$ cat src/rtl/lcd_pkg.sv
// Shared definitions for the character-LCD write path.
// Holds the HD44780 command bytes, the arbiter FSM state encoding, the bus
// transfer phase encoding and small helpers that build command bytes.
package lcd_pkg;

    localparam logic [7:0] LCD_CMD_FUNCSET = 8'h38;
    localparam logic [7:0] LCD_CMD_DISPON  = 8'h0C;
    localparam logic [7:0] LCD_CMD_ENTRY   = 8'h06;
    localparam logic [7:0] LCD_CMD_CLEAR   = 8'h01;
    localparam logic [7:0] LCD_CMD_DDRAM   = 8'h80;
    localparam logic [7:0] LCD_ROW1_BASE   = 8'h40;

    // Arbiter FSM states
    localparam logic [1:0] ST_INIT_XFER = 2'd0;
    localparam logic [1:0] ST_IDLE      = 2'd1;
    localparam logic [1:0] ST_ADDR_XFER = 2'd2;
    localparam logic [1:0] ST_DATA_XFER = 2'd3;

    // Bus transfer phases
    localparam logic [1:0] PH_IDLE  = 2'd0;
    localparam logic [1:0] PH_SETUP = 2'd1;
    localparam logic [1:0] PH_PULSE = 2'd2;
    localparam logic [1:0] PH_HOLD  = 2'd3;

    // Set-DDRAM-address command for a {row, col[3:0]} position
    function automatic logic [7:0] ddram_cmd(input logic [4:0] pos);
        ddram_cmd = LCD_CMD_DDRAM | (pos[4] ? LCD_ROW1_BASE : 8'h00) | {4'h0, pos[3:0]};
    endfunction

    // Power-up command list, issued in index order
    function automatic logic [7:0] init_cmd(input logic [1:0] idx);
        case (idx)
            2'd0:    init_cmd = LCD_CMD_FUNCSET;
            2'd1:    init_cmd = LCD_CMD_DISPON;
            2'd2:    init_cmd = LCD_CMD_ENTRY;
            2'd3:    init_cmd = LCD_CMD_CLEAR;
            default: init_cmd = LCD_CMD_FUNCSET;
        endcase
    endfunction

endpackage

$ cat src/rtl/lcd_write_arbiter_if.sv
// Client request handshake plus LCD bus bundle.
//   req/pos/char/ack x2 : single-character write requests from two clients
//   init_done           : power-up sequence finished
//   LCD_E/RS/RW/DATA    : character-LCD bus
// master = client side (drives requests, observes the bus), slave = arbiter.
interface lcd_write_arbiter_if;
    logic       req0;
    logic [4:0] pos0;
    logic [7:0] char0;
    logic       ack0;
    logic       req1;
    logic [4:0] pos1;
    logic [7:0] char1;
    logic       ack1;
    logic       init_done;
    logic       LCD_E;
    logic       LCD_RS;
    logic       LCD_RW;
    logic [7:0] LCD_DATA;

    modport master (
        output req0, pos0, char0, req1, pos1, char1,
        input  ack0, ack1, init_done, LCD_E, LCD_RS, LCD_RW, LCD_DATA
    );

    modport slave (
        input  req0, pos0, char0, req1, pos1, char1,
        output ack0, ack1, init_done, LCD_E, LCD_RS, LCD_RW, LCD_DATA
    );
endinterface

$ cat src/rtl/lcd_bus_xfer.sv
// One LCD bus transfer: SETUP (E low), PULSE (E high), HOLD (E low).
//   start_i/rs_i/data_i : launch a transfer (accepted when ready_o is high)
//   clear_wait_i        : use the long post-pulse wait (clear command)
//   lcd_e_o/rs_o/data_o : registered LCD bus outputs
//   ready_o             : idle, or in the last HOLD cycle (back-to-back start)
//   done_o              : last HOLD cycle of the current transfer
module lcd_bus_xfer
    import lcd_pkg::*;
#(
    parameter int unsigned SETUP_CYC    = 1,
    parameter int unsigned E_CYC        = 2,
    parameter int unsigned WAIT_CYC     = 4,
    parameter int unsigned CLR_WAIT_CYC = 16
) (
    input  logic       clk,
    input  logic       resetn,
    input  logic       start_i,
    input  logic       rs_i,
    input  logic [7:0] data_i,
    input  logic       clear_wait_i,
    output logic       lcd_e_o,
    output logic       lcd_rs_o,
    output logic [7:0] lcd_data_o,
    output logic       ready_o,
    output logic       done_o
);
    // Down-counters load N-1 so each phase lasts exactly N cycles
    localparam logic [7:0] SETUP_LD = 8'(SETUP_CYC - 1);
    localparam logic [7:0] E_LD     = 8'(E_CYC - 1);
    localparam logic [7:0] WAIT_LD  = 8'(WAIT_CYC - 1);
    localparam logic [7:0] CLR_LD   = 8'(CLR_WAIT_CYC - 1);

    logic [1:0] phase_q, phase_d;
    logic [7:0] cnt_q, cnt_d;
    logic       e_q, e_d;
    logic       rs_q, rs_d;
    logic [7:0] data_q, data_d;
    logic       clr_q, clr_d;
    logic       done_s;

    assign done_s     = (phase_q == PH_HOLD) && (cnt_q == 8'd0);
    assign done_o     = done_s;
    assign ready_o    = (phase_q == PH_IDLE) || done_s;
    assign lcd_e_o    = e_q;
    assign lcd_rs_o   = rs_q;
    assign lcd_data_o = data_q;

    // Phase sequencing and per-phase cycle counting
    always_comb begin
        phase_d = phase_q;
        cnt_d   = cnt_q;
        e_d     = e_q;
        rs_d    = rs_q;
        data_d  = data_q;
        clr_d   = clr_q;
        if (start_i && ((phase_q == PH_IDLE) || done_s)) begin
            phase_d = PH_SETUP;
            cnt_d   = SETUP_LD;
            e_d     = 1'b0;
            rs_d    = rs_i;
            data_d  = data_i;
            clr_d   = clear_wait_i;
        end else begin
            case (phase_q)
                PH_IDLE: begin
                    e_d = 1'b0;
                end
                PH_SETUP: begin
                    if (cnt_q == 8'd0) begin
                        phase_d = PH_PULSE;
                        cnt_d   = E_LD;
                        e_d     = 1'b1;
                    end else begin
                        cnt_d = cnt_q - 8'd1;
                    end
                end
                PH_PULSE: begin
                    if (cnt_q == 8'd0) begin
                        phase_d = PH_HOLD;
                        cnt_d   = clr_q ? CLR_LD : WAIT_LD;
                        e_d     = 1'b0;
                    end else begin
                        cnt_d = cnt_q - 8'd1;
                    end
                end
                PH_HOLD: begin
                    if (cnt_q == 8'd0) begin
                        phase_d = PH_IDLE;
                    end else begin
                        cnt_d = cnt_q - 8'd1;
                    end
                end
                default: begin
                    phase_d = PH_IDLE;
                    e_d     = 1'b0;
                end
            endcase
        end
    end

    // Transfer state and bus output registers
    always_ff @(posedge clk or negedge resetn) begin
        if (!resetn) begin
            phase_q <= PH_IDLE;
            cnt_q   <= 8'd0;
            e_q     <= 1'b0;
            rs_q    <= 1'b0;
            data_q  <= 8'h00;
            clr_q   <= 1'b0;
        end else begin
            phase_q <= phase_d;
            cnt_q   <= cnt_d;
            e_q     <= e_d;
            rs_q    <= rs_d;
            data_q  <= data_d;
            clr_q   <= clr_d;
        end
    end

endmodule

$ cat src/rtl/lcd_write_arbiter.sv
// Sole owner of the character-LCD bus. Runs the HD44780 power-up sequence,
// then round-robin arbitrates single-character writes from two clients and
// turns each into an optional set-DDRAM-address command plus a data write.
//   clk, resetn : clock, asynchronous active-low reset
//   bus (slave) : client handshakes, init_done and the LCD bus
module lcd_write_arbiter
    import lcd_pkg::*;
#(
    parameter int unsigned SETUP_CYC    = 1,
    parameter int unsigned E_CYC        = 2,
    parameter int unsigned WAIT_CYC     = 4,
    parameter int unsigned CLR_WAIT_CYC = 16
) (
    input  logic                clk,
    input  logic                resetn,
    lcd_write_arbiter_if.slave  bus
);
    logic [1:0] state_q, state_d;
    logic [2:0] init_idx_q, init_idx_d;
    logic       init_done_q, init_done_d;
    logic       ack0_q, ack0_d;
    logic       ack1_q, ack1_d;
    logic       last_grant_q, last_grant_d;
    logic [4:0] pos_q, pos_d;
    logic [7:0] char_q, char_d;
    logic [4:0] cursor_q, cursor_d;
    logic       cursor_valid_q, cursor_valid_d;

    logic       grant1_s;
    logic [4:0] sel_pos_s;
    logic [7:0] sel_char_s;
    logic       start_s, rs_s, clear_wait_s;
    logic [7:0] data_s;
    logic       xfer_ready_s, xfer_done_s;
    logic       lcd_e_s, lcd_rs_s;
    logic [7:0] lcd_data_s;

    // On a tie, client 1 wins only if client 0 was served last
    assign grant1_s   = bus.req1 & (~bus.req0 | ~last_grant_q);
    assign sel_pos_s  = grant1_s ? bus.pos1  : bus.pos0;
    assign sel_char_s = grant1_s ? bus.char1 : bus.char0;

    lcd_bus_xfer #(
        .SETUP_CYC    (SETUP_CYC),
        .E_CYC        (E_CYC),
        .WAIT_CYC     (WAIT_CYC),
        .CLR_WAIT_CYC (CLR_WAIT_CYC)
    ) u_xfer (
        .clk          (clk),
        .resetn       (resetn),
        .start_i      (start_s),
        .rs_i         (rs_s),
        .data_i       (data_s),
        .clear_wait_i (clear_wait_s),
        .lcd_e_o      (lcd_e_s),
        .lcd_rs_o     (lcd_rs_s),
        .lcd_data_o   (lcd_data_s),
        .ready_o      (xfer_ready_s),
        .done_o       (xfer_done_s)
    );

    assign bus.LCD_E     = lcd_e_s;
    assign bus.LCD_RS    = lcd_rs_s;
    assign bus.LCD_DATA  = lcd_data_s;
    assign bus.LCD_RW    = 1'b0;
    assign bus.ack0      = ack0_q;
    assign bus.ack1      = ack1_q;
    assign bus.init_done = init_done_q;

    // Arbiter FSM: init sequencing, grant decision, cursor tracking
    always_comb begin
        state_d        = state_q;
        init_idx_d     = init_idx_q;
        init_done_d    = init_done_q;
        ack0_d         = 1'b0;
        ack1_d         = 1'b0;
        last_grant_d   = last_grant_q;
        pos_d          = pos_q;
        char_d         = char_q;
        cursor_d       = cursor_q;
        cursor_valid_d = cursor_valid_q;
        start_s        = 1'b0;
        rs_s           = 1'b0;
        data_s         = 8'h00;
        clear_wait_s   = 1'b0;
        case (state_q)
            ST_INIT_XFER: begin
                if (xfer_ready_s) begin
                    if (init_idx_q == 3'd4) begin
                        // Clear has finished: home position is known
                        state_d        = ST_IDLE;
                        init_done_d    = 1'b1;
                        cursor_d       = 5'd0;
                        cursor_valid_d = 1'b1;
                    end else begin
                        start_s      = 1'b1;
                        data_s       = init_cmd(init_idx_q[1:0]);
                        clear_wait_s = (init_idx_q == 3'd3);
                        init_idx_d   = init_idx_q + 3'd1;
                    end
                end else begin
                    state_d = ST_INIT_XFER;
                end
            end
            ST_IDLE: begin
                if (bus.req0 || bus.req1) begin
                    ack0_d       = ~grant1_s;
                    ack1_d       = grant1_s;
                    last_grant_d = grant1_s;
                    pos_d        = sel_pos_s;
                    char_d       = sel_char_s;
                    start_s      = 1'b1;
                    if (cursor_valid_q && (sel_pos_s == cursor_q)) begin
                        rs_s    = 1'b1;
                        data_s  = sel_char_s;
                        state_d = ST_DATA_XFER;
                    end else begin
                        data_s  = ddram_cmd(sel_pos_s);
                        state_d = ST_ADDR_XFER;
                    end
                end else begin
                    state_d = ST_IDLE;
                end
            end
            ST_ADDR_XFER: begin
                if (xfer_done_s) begin
                    start_s = 1'b1;
                    rs_s    = 1'b1;
                    data_s  = char_q;
                    state_d = ST_DATA_XFER;
                end else begin
                    state_d = ST_ADDR_XFER;
                end
            end
            ST_DATA_XFER: begin
                if (xfer_done_s) begin
                    state_d = ST_IDLE;
                    // The controller does not wrap into the other row, so the
                    // cursor position after column 15 is treated as unknown
                    if (pos_q[3:0] == 4'hF) begin
                        cursor_valid_d = 1'b0;
                    end else begin
                        cursor_d       = {pos_q[4], pos_q[3:0] + 4'h1};
                        cursor_valid_d = 1'b1;
                    end
                end else begin
                    state_d = ST_DATA_XFER;
                end
            end
            default: begin
                state_d = ST_INIT_XFER;
            end
        endcase
    end

    // Arbiter state registers
    always_ff @(posedge clk or negedge resetn) begin
        if (!resetn) begin
            state_q        <= ST_INIT_XFER;
            init_idx_q     <= 3'd0;
            init_done_q    <= 1'b0;
            ack0_q         <= 1'b0;
            ack1_q         <= 1'b0;
            last_grant_q   <= 1'b1;
            pos_q          <= 5'd0;
            char_q         <= 8'h00;
            cursor_q       <= 5'd0;
            cursor_valid_q <= 1'b0;
        end else begin
            state_q        <= state_d;
            init_idx_q     <= init_idx_d;
            init_done_q    <= init_done_d;
            ack0_q         <= ack0_d;
            ack1_q         <= ack1_d;
            last_grant_q   <= last_grant_d;
            pos_q          <= pos_d;
            char_q         <= char_d;
            cursor_q       <= cursor_d;
            cursor_valid_q <= cursor_valid_d;
        end
    end

endmodule

$ cat src/flat_wrapper.sv
// flat-port wrapper written by rule: the top's interface ports become plain ports
module lcd_write_arbiter_flat import lcd_pkg::*;
#(
    parameter int unsigned SETUP_CYC    = 1,
    parameter int unsigned E_CYC        = 2,
    parameter int unsigned WAIT_CYC     = 4,
    parameter int unsigned CLR_WAIT_CYC = 16
)
  (clk, resetn, bus_req0, bus_pos0, bus_char0, bus_req1, bus_pos1, bus_char1, bus_ack0, bus_ack1, bus_init_done, bus_LCD_E, bus_LCD_RS, bus_LCD_RW, bus_LCD_DATA);
  lcd_write_arbiter_if bus_i ();
  input  logic clk;
  input  logic resetn;
  input wire logic [$bits(bus_i.req0)-1:0] bus_req0;
  input wire logic [$bits(bus_i.pos0)-1:0] bus_pos0;
  input wire logic [$bits(bus_i.char0)-1:0] bus_char0;
  input wire logic [$bits(bus_i.req1)-1:0] bus_req1;
  input wire logic [$bits(bus_i.pos1)-1:0] bus_pos1;
  input wire logic [$bits(bus_i.char1)-1:0] bus_char1;
  output wire logic [$bits(bus_i.ack0)-1:0] bus_ack0;
  output wire logic [$bits(bus_i.ack1)-1:0] bus_ack1;
  output wire logic [$bits(bus_i.init_done)-1:0] bus_init_done;
  output wire logic [$bits(bus_i.LCD_E)-1:0] bus_LCD_E;
  output wire logic [$bits(bus_i.LCD_RS)-1:0] bus_LCD_RS;
  output wire logic [$bits(bus_i.LCD_RW)-1:0] bus_LCD_RW;
  output wire logic [$bits(bus_i.LCD_DATA)-1:0] bus_LCD_DATA;
  assign bus_i.req0 = bus_req0;
  assign bus_i.pos0 = bus_pos0;
  assign bus_i.char0 = bus_char0;
  assign bus_i.req1 = bus_req1;
  assign bus_i.pos1 = bus_pos1;
  assign bus_i.char1 = bus_char1;
  assign bus_ack0 = bus_i.ack0;
  assign bus_ack1 = bus_i.ack1;
  assign bus_init_done = bus_i.init_done;
  assign bus_LCD_E = bus_i.LCD_E;
  assign bus_LCD_RS = bus_i.LCD_RS;
  assign bus_LCD_RW = bus_i.LCD_RW;
  assign bus_LCD_DATA = bus_i.LCD_DATA;
  lcd_write_arbiter #(.SETUP_CYC(SETUP_CYC), .E_CYC(E_CYC), .WAIT_CYC(WAIT_CYC), .CLR_WAIT_CYC(CLR_WAIT_CYC)) u_core (.clk(clk), .resetn(resetn), .bus(bus_i));
endmodule
$ cat config.mk
export PLATFORM = sky130hd
export DESIGN_NAME = lcd_write_arbiter_flat
export DESIGN_NICKNAME = d
export VERILOG_FILES = /design/src/rtl/lcd_pkg.sv /design/src/rtl/lcd_write_arbiter_if.sv /design/src/rtl/lcd_bus_xfer.sv /design/src/rtl/lcd_write_arbiter.sv /design/src/flat_wrapper.sv
export SDC_FILE = /design/constraint.sdc
export NUM_CORES = 1
export LEC_CHECK = 0
export CAP_MARGIN = 40
export CORE_ASPECT_RATIO = 0.75
export CORE_MARGIN = 3
export CORE_UTILIZATION = 35
export DETAILED_ROUTE_END_ITERATION = 8
export PLACE_DENSITY_LB_ADDON = 0.2
export SLEW_MARGIN = 5
export SYNTH_ARGS = -nofsm -noshare
export SYNTH_HDL_FRONTEND = slang
export SYNTH_SLANG_ARGS = --single-unit
$ cat constraint.sdc
create_clock -name clk -period 2.3 [get_ports clk]
set_clock_uncertainty 0.15 [all_clocks]
set_input_delay 0.46 -clock clk [delete_from_list [all_inputs] [get_ports clk]]
set_output_delay 0.46 -clock clk [all_outputs]
set_load 0.05 [all_outputs]
Word level (Yosys, flattened, before mapping)
Index checks and enable logic that the tools add are counted.

Bits in registers: 49. Input bits: 30. Output and inout bits: 14. Logic and storage cells: 125.

Add/sub/neg operators: 3. Equal/unequal tests: 22. Muxes and demuxes: 57. Bitwise gates (word level): 7. Reductions and logical operators: 20.

Operator list (number): 2-to-1 mux 8 bit (10); one-hot mux 8 bit (3 select lines) (2); one-hot mux 8 bit (4 select lines) (1); 2-to-1 mux 5 bit (5); 2-to-1 mux 1 bit (22); 2-to-1 mux 2 bit (8); equality test 2 bit, second input constant (6); one-hot mux 5 bit (2 select lines) (1); inequality test 3 bit, second input constant (3); AND reduction 3 bit (3); logical NOT 8 bit (1); OR 8 x 4 -> 8 bit (1); one-hot mux 2 bit (4 select lines) (1); AND reduction 4 bit (2); nonzero test 4 bit (2); subtractor 8 x 1 -> 8 bit, second input constant (1); 2-to-1 mux 7 bit (1); equality test 2 x 1 -> 1 bit, second input constant (3); logical NOT 2 bit (3); inequality test 2 bit, second input constant (3); one-hot mux 1 bit (3 select lines) (2); one-hot mux 2 bit (3 select lines) (1); equality test 5 bit (1); AND reduction 5 bit (1); other kinds (17) (25).

Depth between registers and ports, before layout
Depth in word-level cells: 9. Gate-level depth with buffers: 9. Gate-level depth less buffers: 8.

By module
A second synthesis with hierarchy kept.

Cell total of the unflattened synthesis: 340. Area, all modules: 3255.6 um^2.

Modules (own cells, without submodules): lcd_write_arbiter (times used 1, cells an instance 220, area each 1938.1 um^2, sequential area each 701.9 um^2); lcd_bus_xfer (times used 1, cells an instance 120, area each 1317.5 um^2, sequential area each 525.5 um^2).

Least setup slack after synthesis
Ideal clock, no wire load.

Kind: register -> register. Start point: register u_core.u_xfer.cnt_q[0]. End point: register u_core.init_idx_q[1]. Arrival time: 2.082 ns. Required time: 2.022 ns. Setup slack: -0.060 ns. Cell stages (with the launch flop): 9. Path buffers: 0. Path through: dfrtp_1 > inv_1 > ha_1 > or4bb_1 > nor2_1 > nor2_1 > nor2b_2 > nand2_1 > mux2_1.

Longest elaborated chain between the ends: 4.

Ends and longest elaborated chain: start, declared (RTL line lcd_bus_xfer.sv:34) `logic [7:0] cnt_q, cnt_d;`; start signal, assigned (RTL line lcd_bus_xfer.sv:112) `cnt_q <= cnt_d;`; logical NOT 8 bit (RTL line lcd_bus_xfer.sv:41) `assign done_s = (phase_q == PH_HOLD) && (cnt_q == 8'd0);`; logical AND 1 bit (RTL line lcd_bus_xfer.sv:41); logical OR 1 bit (RTL line lcd_bus_xfer.sv:43) `assign ready_o = (phase_q == PH_IDLE) || done_s;`; AND reduction 3 bit (no line); end signal, assigned (RTL line lcd_write_arbiter.sv:171) `init_idx_q <= init_idx_d;`; end, declared (RTL line lcd_write_arbiter.sv:19) `logic [2:0] init_idx_q, init_idx_d;`.

Every way passes these cells. A chain may end at the register's enable or synchronous reset.

Final worst setup path
Start point: register u_core.u_xfer.phase_q[1]. End point: register u_core.u_xfer.data_q[6], in the netlist u_core.u_xfer.lcd_data_o[6].

Longest elaborated chain between the ends: 6. Elaborated cells on any way between the ends: 11. Classes of those cells: eq/ne: 1; mux: 6; reduce/logical: 4.

Ends and longest elaborated chain: start, declared (RTL line lcd_bus_xfer.sv:33) `logic [1:0] phase_q, phase_d;`; start signal, assigned (RTL line lcd_bus_xfer.sv:111) `phase_q <= phase_d;`; equality test 2 bit (RTL line lcd_bus_xfer.sv:41); logical AND 1 bit (RTL line lcd_bus_xfer.sv:41); logical OR 1 bit (RTL line lcd_bus_xfer.sv:43, lcd_bus_xfer.sv:56); 2-to-1 mux 1 bit (RTL line lcd_write_arbiter.sv:88) `if (xfer_ready_s) begin`; one-hot mux 1 bit (3 select lines) (RTL line lcd_write_arbiter.sv:86) `case (state_q)`; logical AND 1 bit (RTL line lcd_bus_xfer.sv:56) `if (start_i && ((phase_q == PH_IDLE) || done_s)) begin`; end signal, assigned (RTL line lcd_bus_xfer.sv:115) `data_q <= data_d;`; end, declared (RTL line lcd_bus_xfer.sv:37) `logic [7:0] data_q, data_d;`.

Parallel ways exist; a longest one is shown, timed or not.

==> flow_summary.ini <==
[status]
status = finished, violations left
violations = negative setup slack

[logic_synthesis]
ys_seq_elements = 49
netlist_area_mm2 = 0.002997
ys_async_sr_fraction_pct = 100.0
synth-edff-count = 0
ys.flop_type = dfrtp_1
netlist-cell-type-count = 62
synth_cells = 315
synth.avg_cell_area_um2 = 9.513
ys_seq_area_share_pct = 40.96
synth-warning-count = 0
synth_fp_nets = 364

[floorplan]
core_area_mm2 = 0.008093
initial_core_util_pct = 37.03
die_x_um = 112.8
ios = 44
fp-row-count = 28
die_h_um = 86.14
die_area_mm2 = 0.009720

[critical_path]
worstPathMaxFanout = 5
cp_num_buf_inv = 0
cp-start-kind = flop
critical-path-top-delay-family = simple AND/OR/NAND/NOR gates
slowest_stage = or4bb_4
crit_path_end_kind = flop
rr_startpoint = u_core.u_xfer.phase_q[1]
worst-setup-path-type = reg2reg
worstPathArrival_ns = 2.38
startpoint = u_core.u_xfer.phase_q[1]
crit_path_cell_trace = ha_2, or4bb_4, or2_4, a21oi_4, nand2_4, a31o_2, o21ai_1
worst_path_largest_cell_delay_ns = 0.54
required_ns = 2.38

[pwr]
power.internal_mw = 1.366
pwr_density_cell_mw_per_mm2 = 399.9
finalPower_mw = 1.783
leakage_nw = 2.052
netSwitchingPower_uw = 416.3
clkPwrFrac_pct = 42.0
peakVddDrop_uv = 365.7
comb_power_share_pct = 9.7
p_seq_share_pct = 48.3
sw_frac_of_total_pct = 23.35

[clocking]
h-tree-depth = 2
cts.reportedPaths.clkPinSlew_ns = 0.07
worstSkewPairLatency_ns = 0.29
clockRootBuffer = clkbuf_16
cts.path.max_buffers = 2
cts_tree = yes
clock_sinks = 49
cts_buffers = 5

[global_routing]
grt_max_degree = 28
antenna_found_initial = 0
grt_pass1_vias = 2712
track_usage_pct = 18.11
overflow = 0
grt_pass1_wl_um = 13970

[timing]
fmax_mhz = 433.9
hold_violations = 0
slew_headroom_pct = 62.18
slew_violations = 0
tightest_slew_ns = 0.5653
period_minus_slack_ns = 2.305
rsz0062_at_grt = true
final-setup-viol-count = 1
post-route-period-util_pct = 100.2
finalWorstSetupSlack_ns = -0.004721

[route]
first_pass_iters = 4
vias = 2779
vias_per_cell = 5.263
drt_iter0_drc = 129
drc = 0
routed_wl_um = 8541
ant_nets = 0
avgRoutedWirePerCell_um = 16.18

[place]
gp_congestion = 0.8191
dpl_worst_slack_ns = -0.6524
dp.cells = 504
hpwl_um = 6255
placed_area_mm2 = 0.003923
port_buffers = 42

[cells_and_area]
seq_area_mm2 = 0.001227
antenna_cells = 0
instances_no_fill = 528
final_area_mm2 = 0.004458
multiInputGateArea_mm2 = 0.001848
syn_to_final_growth_pct = 48.77
final_layout_size_suffix_gt1_share_pct = 31.44
final_util_pct = 55.09
nets = 471
fillers = 707

[worst_hold_path]
worstHoldStart = u_core.char_q[7]
min_path_type = reg2reg

[run]
maxCapViolations = 0
## metrics by stage
stage	hold slack (ns)	TNS [ns]
after floorplan	0.01441	-0.01651
after global placement	0.2065	-7.188
after detailed placement	0.2087	-8.669
after CTS	0.3275	-0.01409
after global routing	0.3507	-1.268
final	0.3306	-0.004721
## worst min-delay path, stage by stage, from the launching register on
cell and delay, ns:
dfrtp_1 0.34, nand2_1 0.04, o21ai_0 0.06
## layout by cell type, fill, tap and decap left out, types with 3 or more instances in the layout
| cell type | instances |
|---|---|
| mux2i_1 | 14 |
| clkdlybuf4s50_1 | 39 |
| a21boi_0 | 4 |
| a31oi_1 | 3 |
| buf_6 | 9 |
| dfrtp_1 | 48 |
| inv_1 | 15 |
| nand3_1 | 8 |
| nand2_2 | 3 |
| nand4_1 | 3 |
| nand2b_1 | 5 |
| a221oi_2 | 3 |
| a21o_1 | 4 |
| buf_12 | 4 |
| or3_1 | 3 |
| buf_4 | 59 |
| nor2_1 | 25 |
| xnor2_1 | 4 |
| o31ai_1 | 3 |
| o21ai_0 | 17 |
| mux2i_4 | 4 |
| nand2_1 | 27 |
| clkbuf_16 | 5 |
| o21ai_1 | 6 |
| a21oi_2 | 3 |
| a21oi_1 | 15 |
| ha_1 | 17 |
## path summary, 6_finish.rpt
kind | cells after the start | to | slack [ns]
min in group asynchronous | 2 | u_core.cursor_q[3] | 0.43
min reg2reg | 2 | u_core.char_q[7] | 0.33
min | 2 | u_core.char_q[7] | 0.33
max | 7 | u_core.u_xfer.lcd_data_o[6] | -0.005
max in group asynchronous | 3 | u_core.state_q[1] | 1.09
max reg2reg | 7 | u_core.u_xfer.lcd_data_o[6] | -0.005
## routing by layer
metal  up-vias  global-route usage, %  wire length (um)  share of wire, %
li1       1344                      -                 -                 -
met1      1368                  26.94              4329                51
met2        59                  26.94              3823                45
met3         8                  2.680               302               3.5
met4         0                  5.895                86               1.0
met5         -                      0                 0                 0
## cells by family (layout without fill, tap and decap cells)
family | Yosys count | in the layout | share of synthesized area (%)
other | 1 | 1 | 0.1251
multiplexers | 21 | 21 | 7.140
XOR/XNOR | 6 | 6 | 1.754
buffers and inverters | 31 | 139 | 4.969
adder cells (fa/ha/maj) | 19 | 19 | 7.933
AND/OR/NAND/NOR | 98 | 98 | 16.70
AO/OA/AOI/OAI | 90 | 90 | 20.42
flip-flops | 49 | 49 | 40.96
## cell type report
class | count | share of cell area, %
timing repair buffer | 115 | 23.44
clock buffer | 5 | 2.807
sequential | 49 | 27.53
clock inverter | 3 | 0.4771
tap | 105 | 2.947
inverter | 16 | 1.347
multi-input combinational | 235 | 41.45
## power by group through the flow
stage / Combinational (mW) / Clock, mW / Sequential, mW
2_1_floorplan: 0.0426 / 0 / 0.878
3_3_place_gp: 0.143 / 0 / 0.878
3_5_place_dp: 0.143 / 0 / 0.878
4_1_cts: 0.166 / 0.764 / 0.861
5_1_grt: 0.186 / 0.808 / 0.861
6_report: 0.174 / 0.748 / 0.861
## synthesized netlist by cell type (all sizes together), types with 4 or more instances
cell | n | area [um^2]
a31oi | 4 | 25.02
ha | 19 | 237.7
xnor2 | 5 | 43.79
clkbuf | 6 | 22.52
buf | 9 | 66.31
a21oi | 20 | 115.1
a221oi | 4 | 35.03
mux2i | 18 | 180.2
inv | 16 | 60.06
a21o | 5 | 37.54
dfrtp | 48 | 1201
a21boi | 6 | 48.80
nor2 | 28 | 105.1
nand3 | 9 | 45.04
o21ai | 23 | 115.1
o22ai | 4 | 25.02
nand2 | 31 | 118.9
nand2b | 5 | 31.28
## registers in the layout, summed over array words and instances (netlist names)
register                  cells
u_core.last_grant_q           1
u_core.u_xfer.clr_q           1
u_core.u_xfer.lcd_e_o         1
u_core.char_q                 8
u_core.u_xfer.lcd_data_o      8
u_core.u_xfer.lcd_rs_o        1
u_core.bus.ack1               1
u_core.bus.ack0               1
u_core.cursor_valid_q         1
u_core.init_idx_q             3
u_core.state_q                2
u_core.u_xfer.cnt_q           8
u_core.pos_q                  5
u_core.bus.init_done          1
u_core.u_xfer.phase_q         2
u_core.cursor_q               5
## repair_timing
item / 4_1_cts / 5_1_grt
setup buffers: 5 / 9
endpoints found under the hold margin: 9 / 0
cloned: 1 / 0
setup endpoints to repair: 27 / 25
gates resized for setup: 28 / 37
hold buffers: 1 / 0
pin swaps: 8 / 21
Power figures use the tool's default switching activity.
